==> src/rtl/axil_regfile.sv <==
// AXI4-Lite slave register file.
// NREGS 32-bit registers behind independent one-entry AW, W and AR holding
// buffers. AW and W may arrive in either order; a write fires once both are
// present and the B channel can take a response. Reads fire once an address
// is present and the R channel is free. Out-of-range word indices answer
// SLVERR and leave the registers untouched. All ready/valid outputs come
// straight from flops, so there is no input-to-handshake combinational path.
module axil_regfile #(
  parameter int C_AXI_DATA_WIDTH = 32,
  parameter int C_AXI_ADDR_WIDTH = 8,
  parameter int NREGS            = 16
) (
  input  logic                          i_clk,
  input  logic                          i_reset,

  input  logic                          i_axi_awvalid,
  output logic                          o_axi_awready,
  input  logic [C_AXI_ADDR_WIDTH-1:0]   i_axi_awaddr,
  input  logic [2:0]                    i_axi_awprot,

  input  logic                          i_axi_wvalid,
  output logic                          o_axi_wready,
  input  logic [C_AXI_DATA_WIDTH-1:0]   i_axi_wdata,
  input  logic [C_AXI_DATA_WIDTH/8-1:0] i_axi_wstrb,

  output logic                          o_axi_bvalid,
  input  logic                          i_axi_bready,
  output logic [1:0]                    o_axi_bresp,

  input  logic                          i_axi_arvalid,
  output logic                          o_axi_arready,
  input  logic [C_AXI_ADDR_WIDTH-1:0]   i_axi_araddr,
  input  logic [2:0]                    i_axi_arprot,

  output logic                          o_axi_rvalid,
  input  logic                          i_axi_rready,
  output logic [C_AXI_DATA_WIDTH-1:0]   o_axi_rdata,
  output logic [1:0]                    o_axi_rresp
);

  localparam int AW = C_AXI_ADDR_WIDTH;
  localparam int DW = C_AXI_DATA_WIDTH;
  localparam int SW = DW / 8;
  localparam int IW = AW - 2;
  // Width of the physical register index; at least one bit.
  localparam int RW = (NREGS > 1) ? $clog2(NREGS) : 1;
  localparam logic [IW:0] NREGS_W = (IW+1)'(NREGS);

  localparam logic [1:0] RESP_OKAY   = 2'b00;
  localparam logic [1:0] RESP_SLVERR = 2'b10;

  // Register storage
  logic [DW-1:0] regs_q [NREGS];

  // Write address holding buffer
  logic          aw_held_q, aw_held_d;
  logic [AW-1:0] aw_addr_q, aw_addr_d;

  // Write data holding buffer
  logic          w_held_q, w_held_d;
  logic [DW-1:0] w_data_q, w_data_d;
  logic [SW-1:0] w_strb_q, w_strb_d;

  // Write response channel
  logic          b_valid_q, b_valid_d;
  logic [1:0]    b_resp_q, b_resp_d;

  // Read address holding buffer
  logic          ar_held_q, ar_held_d;
  logic [AW-1:0] ar_addr_q, ar_addr_d;

  // Read response channel
  logic          r_valid_q, r_valid_d;
  logic [DW-1:0] r_data_q, r_data_d;
  logic [1:0]    r_resp_q, r_resp_d;

  // Handshake and fire qualifiers
  logic          aw_hs, w_hs, ar_hs;
  logic          b_free, r_free;
  logic          wr_fire, rd_fire;

  // Effective write/read operands (held entry wins; it is always the older one)
  logic [AW-1:0] wr_addr, rd_addr;
  logic [DW-1:0] wr_data;
  logic [SW-1:0] wr_strb;
  logic [IW-1:0] wr_idx, rd_idx;
  logic [RW-1:0] wr_slot, rd_slot;
  logic          wr_in_range, rd_in_range;
  logic [DW-1:0] rd_word;

  // Readies are the inverse of the holding flags, so they are registered.
  assign o_axi_awready = !aw_held_q;
  assign o_axi_wready  = !w_held_q;
  assign o_axi_arready = !ar_held_q;

  assign o_axi_bvalid  = b_valid_q;
  assign o_axi_bresp   = b_resp_q;
  assign o_axi_rvalid  = r_valid_q;
  assign o_axi_rdata   = r_data_q;
  assign o_axi_rresp   = r_resp_q;

  assign aw_hs   = i_axi_awvalid && !aw_held_q;
  assign w_hs    = i_axi_wvalid  && !w_held_q;
  assign ar_hs   = i_axi_arvalid && !ar_held_q;

  assign b_free  = !b_valid_q || i_axi_bready;
  assign r_free  = !r_valid_q || i_axi_rready;

  assign wr_fire = (aw_held_q || aw_hs) && (w_held_q || w_hs) && b_free;
  assign rd_fire = (ar_held_q || ar_hs) && r_free;

  assign wr_addr = aw_held_q ? aw_addr_q : i_axi_awaddr;
  assign wr_data = w_held_q  ? w_data_q  : i_axi_wdata;
  assign wr_strb = w_held_q  ? w_strb_q  : i_axi_wstrb;
  assign rd_addr = ar_held_q ? ar_addr_q : i_axi_araddr;

  assign wr_idx      = wr_addr[AW-1:2];
  assign rd_idx      = rd_addr[AW-1:2];
  assign wr_in_range = {1'b0, wr_idx} < NREGS_W;
  assign rd_in_range = {1'b0, rd_idx} < NREGS_W;
  assign wr_slot     = wr_idx[RW-1:0];
  assign rd_slot     = rd_idx[RW-1:0];

  // regs_q is the pre-write value, so a same-cycle read sees the old data.
  assign rd_word     = rd_in_range ? regs_q[rd_slot] : '0;

  // Protection bits and byte-lane address bits carry no meaning here.
  logic unused_ok;
  assign unused_ok = ^{i_axi_awprot, i_axi_arprot, wr_addr[1:0], rd_addr[1:0]};

  // Write-side holding buffers and B response next state
  always_comb begin
    aw_held_d = aw_held_q;
    aw_addr_d = aw_addr_q;
    w_held_d  = w_held_q;
    w_data_d  = w_data_q;
    w_strb_d  = w_strb_q;
    b_valid_d = b_valid_q;
    b_resp_d  = b_resp_q;

    if (wr_fire) begin
      aw_held_d = 1'b0;
    end else if (aw_hs) begin
      aw_held_d = 1'b1;
      aw_addr_d = i_axi_awaddr;
    end

    if (wr_fire) begin
      w_held_d = 1'b0;
    end else if (w_hs) begin
      w_held_d = 1'b1;
      w_data_d = i_axi_wdata;
      w_strb_d = i_axi_wstrb;
    end

    if (wr_fire) begin
      b_valid_d = 1'b1;
      b_resp_d  = wr_in_range ? RESP_OKAY : RESP_SLVERR;
    end else if (i_axi_bready) begin
      b_valid_d = 1'b0;
    end
  end

  // Read-side holding buffer and R response next state
  always_comb begin
    ar_held_d = ar_held_q;
    ar_addr_d = ar_addr_q;
    r_valid_d = r_valid_q;
    r_data_d  = r_data_q;
    r_resp_d  = r_resp_q;

    if (rd_fire) begin
      ar_held_d = 1'b0;
    end else if (ar_hs) begin
      ar_held_d = 1'b1;
      ar_addr_d = i_axi_araddr;
    end

    if (rd_fire) begin
      r_valid_d = 1'b1;
      r_data_d  = rd_word;
      r_resp_d  = rd_in_range ? RESP_OKAY : RESP_SLVERR;
    end else if (i_axi_rready) begin
      r_valid_d = 1'b0;
    end
  end

  // Channel state registers; reset drops held entries and pending responses.
  always_ff @(posedge i_clk) begin
    if (i_reset) begin
      aw_held_q <= 1'b0;
      aw_addr_q <= '0;
      w_held_q  <= 1'b0;
      w_data_q  <= '0;
      w_strb_q  <= '0;
      b_valid_q <= 1'b0;
      b_resp_q  <= RESP_OKAY;
      ar_held_q <= 1'b0;
      ar_addr_q <= '0;
      r_valid_q <= 1'b0;
      r_data_q  <= '0;
      r_resp_q  <= RESP_OKAY;
    end else begin
      aw_held_q <= aw_held_d;
      aw_addr_q <= aw_addr_d;
      w_held_q  <= w_held_d;
      w_data_q  <= w_data_d;
      w_strb_q  <= w_strb_d;
      b_valid_q <= b_valid_d;
      b_resp_q  <= b_resp_d;
      ar_held_q <= ar_held_d;
      ar_addr_q <= ar_addr_d;
      r_valid_q <= r_valid_d;
      r_data_q  <= r_data_d;
      r_resp_q  <= r_resp_d;
    end
  end

  // Register array update with byte strobes; out-of-range writes are dropped.
  always_ff @(posedge i_clk) begin
    if (i_reset) begin
      for (int i = 0; i < NREGS; i++) begin
        regs_q[i] <= '0;
      end
    end else if (wr_fire && wr_in_range) begin
      for (int b = 0; b < SW; b++) begin
        if (wr_strb[b]) begin
          regs_q[wr_slot][8*b +: 8] <= wr_data[8*b +: 8];
        end
      end
    end
  end

endmodule

==> config.mk <==
export PLATFORM = sky130hd
export DESIGN_NAME = axil_regfile
export DESIGN_NICKNAME = d
export VERILOG_FILES = /design/src/rtl/axil_regfile.sv
export SDC_FILE = /design/constraint.sdc
export NUM_CORES = 1
export LEC_CHECK = 0
export ABC_CLOCK_PERIOD_IN_PS = 3100
export CAP_MARGIN = 25
export CORE_ASPECT_RATIO = 0.7
export CORE_MARGIN = 5
export CORE_UTILIZATION = 50
export DETAILED_ROUTE_END_ITERATION = 8
export PLACE_DENSITY = 0.72
export SLEW_MARGIN = 30
export SYNTH_ARGS = -nofsm -noshare
export SYNTH_HDL_FRONTEND = slang
export SYNTH_SLANG_ARGS = --single-unit
==> constraint.sdc <==
create_clock -name i_clk -period 3.1 [get_ports i_clk]
set_input_delay 0.93 -clock i_clk [delete_from_list [all_inputs] [get_ports i_clk]]
set_output_delay 0.93 -clock i_clk [all_outputs]
set_load 0.02 [all_outputs]
# Yosys cells after proc, flatten, opt, wreduce, memory -nomap -nowiden
# Memory sizes are Yosys's and may differ from the RTL's.
# Cells that the tools add are included.
[totals]
ff_bits = 93
mem_bits_rw = 512
input_bits = 65
out_inout_bits = 41
word_cells = 74
mem_count = 1
[op_classes]
magnitude_cmp = 2
mux = 32
bitwise = 2
reduce_logical = 25
[memory_table]
columns = ["memory", "words", "word_bits", "rd", "rd_ports_with_merged_regs", "wr", "line", "text"]
rows = [
  ["regs_q", 16, 32, 1, 0, 16, "53", "logic [DW-1:0] regs_q [NREGS];"],
]
[op_table]
columns = ["cell", "count"]
rows = [
  ["two-way mux 32 bit", 3],
  ["OR reduction 32 bit", 1],
  ["two-way mux 1 bit", 22],
  ["two-way mux 8 bit", 2],
  ["less-than comparator 6 x 5 -> 1 bit (second input constant)", 2],
  ["two-way mux 4 bit", 3],
  ["logical AND 1 bit", 7],
  ["AND reduction 2 bit", 3],
  ["logical NOT 1 bit", 5],
  ["logical OR 1 bit", 5],
  ["two-way mux 2 bit", 2],
  ["nonzero test 2 bit", 2],
  ["OR reduction 2 bit", 2],
  ["NOT 1 bit", 2],
]

# Longest topological paths before layout
[logic_depth]
ltp_word = 11
mapped_depth = 9
depth_no_buf = 5

# Least setup slack after synthesis
# Ideal clock, no wire load.
[synth_path]
path_kind = "input to register"
from = "input port i_axi_awaddr[7]"
to = "memory regs_q[3][24] (netlist bit), enable pin"
setup_ps = 334
t_arrival_ps = 2166
required_time_ps = 2766
setup_slack_ps = 599
cell_stages = 7
n_path_buf = 2
cell_sequence = "nor3_2 > o21bai_1 > buf_4 > nor3_1 > buf_4 > nand2_2 > nand2b_1"
[synth_lines]
columns = ["element", "line", "text"]
rows = [
  ["start, declared", "18", "input logic [C_AXI_ADDR_WIDTH-1:0] i_axi_awaddr,"],
  ["end, declared", "53", ""],
]

# Worst setup path in the final report
[layout_path]
from = "register aw_held_q"
to = "output port o_axi_awready"
[layout_via]
elab_chain_cells = 1
[layout_rtl]
columns = ["element", "line", "text"]
rows = [
  ["start, declared", "56", "logic aw_held_q, aw_held_d;"],
  ["start signal, assigned", "204", "aw_held_q <= aw_held_d;"],
  ["logical NOT 1 bit", "92", "assign o_axi_awready = !aw_held_q;"],
  ["end, declared", "17", "output logic o_axi_awready,"],
]
# Every way passes these cells.

==> key figures <==
Logic synthesis
  • Post-Synth XOR/XNOR Area: 0
  • Multiplexer area fraction after synthesis: 0.1215
  • Flops & latches, synth: 599
  • Yosys warns: 0
  • Share of the synthesized area in the top cell type: 0.5850
  • Simple-Gate Fraction of Synth Area: 0.1476
  • Unique masters post-synth: 39
  • Top cells by area, synth: edfxtp_1, mux2i_1, nor2_1
  • Largest family of logic cells by synthesized area: simple AND/OR/NAND/NOR gates
  • Synth Area in Compound Gates: 0.05132
  • Largest area contributor in the netlist: edfxtp_1
  • Post-synthesis adder-cell area fraction: 0
  • Post-synth EDFFs: 512
  • Post-Syn Instances: 2115
  • Post-synth top flop: edfxtp_1
  • Post-synthesis sequential area ratio: 0.6513
  • Post-synthesis async set-or-reset flop share: 0
  • Syn_area_per_cell: 12.43 um2
  • Post-synthesis cell area: 0.02628 mm2

Detailed routing
  • Pre-antenna DRT Iters: 5
  • Wire per inst: 22.01 um
  • Drt first-iter violations: 2120
  • Vias per cell: 5.768
  • DRT Wirelength: 68.07 mm
  • Total number of vias: 17.84k
  • Post-route ant nets: 0
  • DR DRC count: 0

Placed design
  • Place WS: -69.28 ps
  • Detailed placement HPWL: 46.55 mm
  • Port bufs: 93
  • Routability Congestion: 0.8858
  • DP Area: 0.02986 mm2

STA
  • Skew final: 22.97 ps
  • Final Slew Violations: 0
  • Actual slew at the worst max-slew pin: 781.4 ps
  • Max Clock Freq: 341.6 MHz
  • Setup violations, final: 0
  • Max-slew headroom: 0.4791
  • Tmin final: 2928 ps
  • RSZ-0062 raised after global routing: false
  • Min Hold Slack: 456.7 ps
  • Final period utilization: 0.9444
  • Final Hold Vio Count: 0
  • Setup WS post-layout: 172.3 ps

Power and ir drop
  • Sequential power share: 0.517
  • Sw frac: 0.2349
  • Internal: 13.51 mW
  • Combinational Power Share: 0.104
  • Total power draw: 17.66 mW
  • P per Cell Area: 558.6 mW/mm2
  • Net switching power: 4.149 mW
  • Power share of the clock group: 0.379
  • Worst IR Drop VDD: 0.0003344 V
  • Leakage: 11.81 nW

CTS
  • Clk sinks: 599
  • Post-CTS Resized: 0
  • Insertion delay to the later sink of the worst-skew pair: 590 ps
  • Clk slew on worst S/H paths: 60 ps
  • CTS Root Cell: clkbuf_16
  • Deepest clock path buffer count: 3
  • CTS Buf Count: 54
  • Hold buffer count at cts: 0
  • Post-CTS setup buffer count: 0
  • CTS tree: built
  • H-tree Lvls: 2

Global route
  • GR Overflow Total: 0
  • Largest net degree at the start of global routing: 85
  • First-pass GRT wire length: 104.0 mm
  • Initial antenna violation count: 6
  • All-Layer GR Usage: 0.2344
  • Vias in the first global route: 17.62k

Hold path
  • Hold Path Class: flip-flop to flip-flop

Worst setup path
  • CP Cell Sequence: inv_1, clkdlybuf4s50_1
  • Crit end category: output port
  • Worst path slowest cell: dfxtp_1
  • Kind of critical path: flip-flop to output port
  • Worst path top cell family by delay: buffers and inverters
  • Worst path bufs/invs: 2
  • CP Data Arrival Time: 2000 ps
  • Critical Path Start Type: flip-flop
  • Worst Path Max Fanout: 17
  • CP required: 2170 ps
  • CP peak stage delay: 680 ps

Finish
  • Share of cells above drive strength 1: 0.1686
  • Post-route cell area: 0.03162 mm2
  • Nets@finish: 2429
  • Layout Area Growth over Synthesis: 20.30%
  • Util after Layout: 0.6067

Floorplan
  • Die height: 201.8 um
  • FP Rows: 70
  • Ports: 106
  • Die area: 0.05732 mm2
  • Starting Density: 0.5043
  • Placeable Area: 0.05211 mm2
  • Die X-Extent: 284.0 um

Run status
  • Status: finished clean

Run
  • Max cap viols: 0
-- power groups by stage --
stage          clock, mW  combinational [mW]  sequential (mW)
6_report            6.69                1.84             9.13
3_3_place_gp           0                1.78             9.29
3_5_place_dp           0                1.82             9.31
4_1_cts             6.76                1.83             9.13
2_1_floorplan          0                1.00             9.28
5_1_grt             7.13                1.95             9.16
-- metal layers --
layer | vias up | part of all wire | global-route usage
met5 | - | 0.0019 | 0.007500
met4 | 12 | 0.022 | 0.05346
met3 | 114 | 0.11 | 0.05953
met2 | 870 | 0.45 | 0.3576
met1 | 8770 | 0.42 | 0.3428
li1 | 8074 | - | -
-- registers in the layout (all words and copies together) (netlist names) --
name          cells
o_axi_rvalid      1
o_axi_bvalid      1
w_data_q         32
o_axi_bresp       1
o_axi_rdata      32
aw_addr_q         6
ar_addr_q         6
w_strb_q          4
ar_held_q         1
regs_q          512
w_held_q          1
o_axi_rresp       1
aw_held_q         1
-- cells in the mapped netlist (3+ instances only) --
master,n
edfxtp_1,512
clkbuf_1,55
buf_2,41
nor2b_1,4
buf_6,7
inv_1,9
nor3_2,11
nor2_1,551
dfxtp_1,87
mux2i_1,242
nand2b_1,68
a21oi_1,40
mux4_2,32
a32oi_1,100
nor3_1,3
nand2_4,10
o21ai_0,16
buf_4,28
nand2_1,231
o21ai_1,17
nand2_2,26
-- worst min-delay path, delay by kind of cell, from the launching register on --
family             cells  cell delay (ps)
DFF                    1              310
and+or+nand+nor        1               50
AOI/OAI and AO/OA      1               50
-- path summary, 6_finish.rpt --
kind                    end         from  slack (ps)  depth (start not counted)
min reg2reg     w_data_q[8]  w_data_q[8]         460                          2
min             w_data_q[8]  w_data_q[8]         460                          2
max reg2reg  regs_q[15][24]    aw_held_q         580                          7
max           o_axi_awready    aw_held_q         170                          2
-- kinds of logic (layout without fill, tap and decap cells) --
family	count (synthesis)	in the layout
and+or+nand+nor	913	913
DFF	599	599
muxes	277	277
AOI/OAI and AO/OA	184	184
buffers and inverters	141	433
other	1	3
-- cells in the final DEF (no fill, tap or decap), types with 16 or more instances in the layout --
cell type and count:
nor2_1 551, edfxtp_1 512, mux2i_1 242, nand2_1 231, buf_4 177, a32oi_1 100
clkdlybuf4s50_1 92, dfxtp_1 86, nand2b_1 68, clkbuf_16 56, buf_12 55, a21oi_1 39
mux4_2 32, nand2_2 26, o21ai_1 17, o21ai_0 16
-- final cells by class --
| class | instances | area (um2) |
|---|---|---|
| diodes | 1 | 2.502 |
| clock buffers | 74 | 1529 |
| clock inverters | 26 | 225.2 |
| fillers | 3985 | 20500 |
| inverters | 9 | 33.78 |
| multi-input cells | 1376 | 8501 |
| flip-flops and latches | 599 | 17120 |
| well taps | 684 | 855.8 |
| repair buffers | 324 | 3351 |
-- through the flow --
| stage | TNS (ps) | instances |
|---|---|---|
| final | 0 | 3093 |
| after global placement | 0 | 2992 |
| after detailed placement | -1119 | 2992 |
| after CTS | 0 | 3092 |
| after floorplan | 0 | 2116 |
| after global routing | 0 | 3092 |
(Power assumes the default switching activity.)
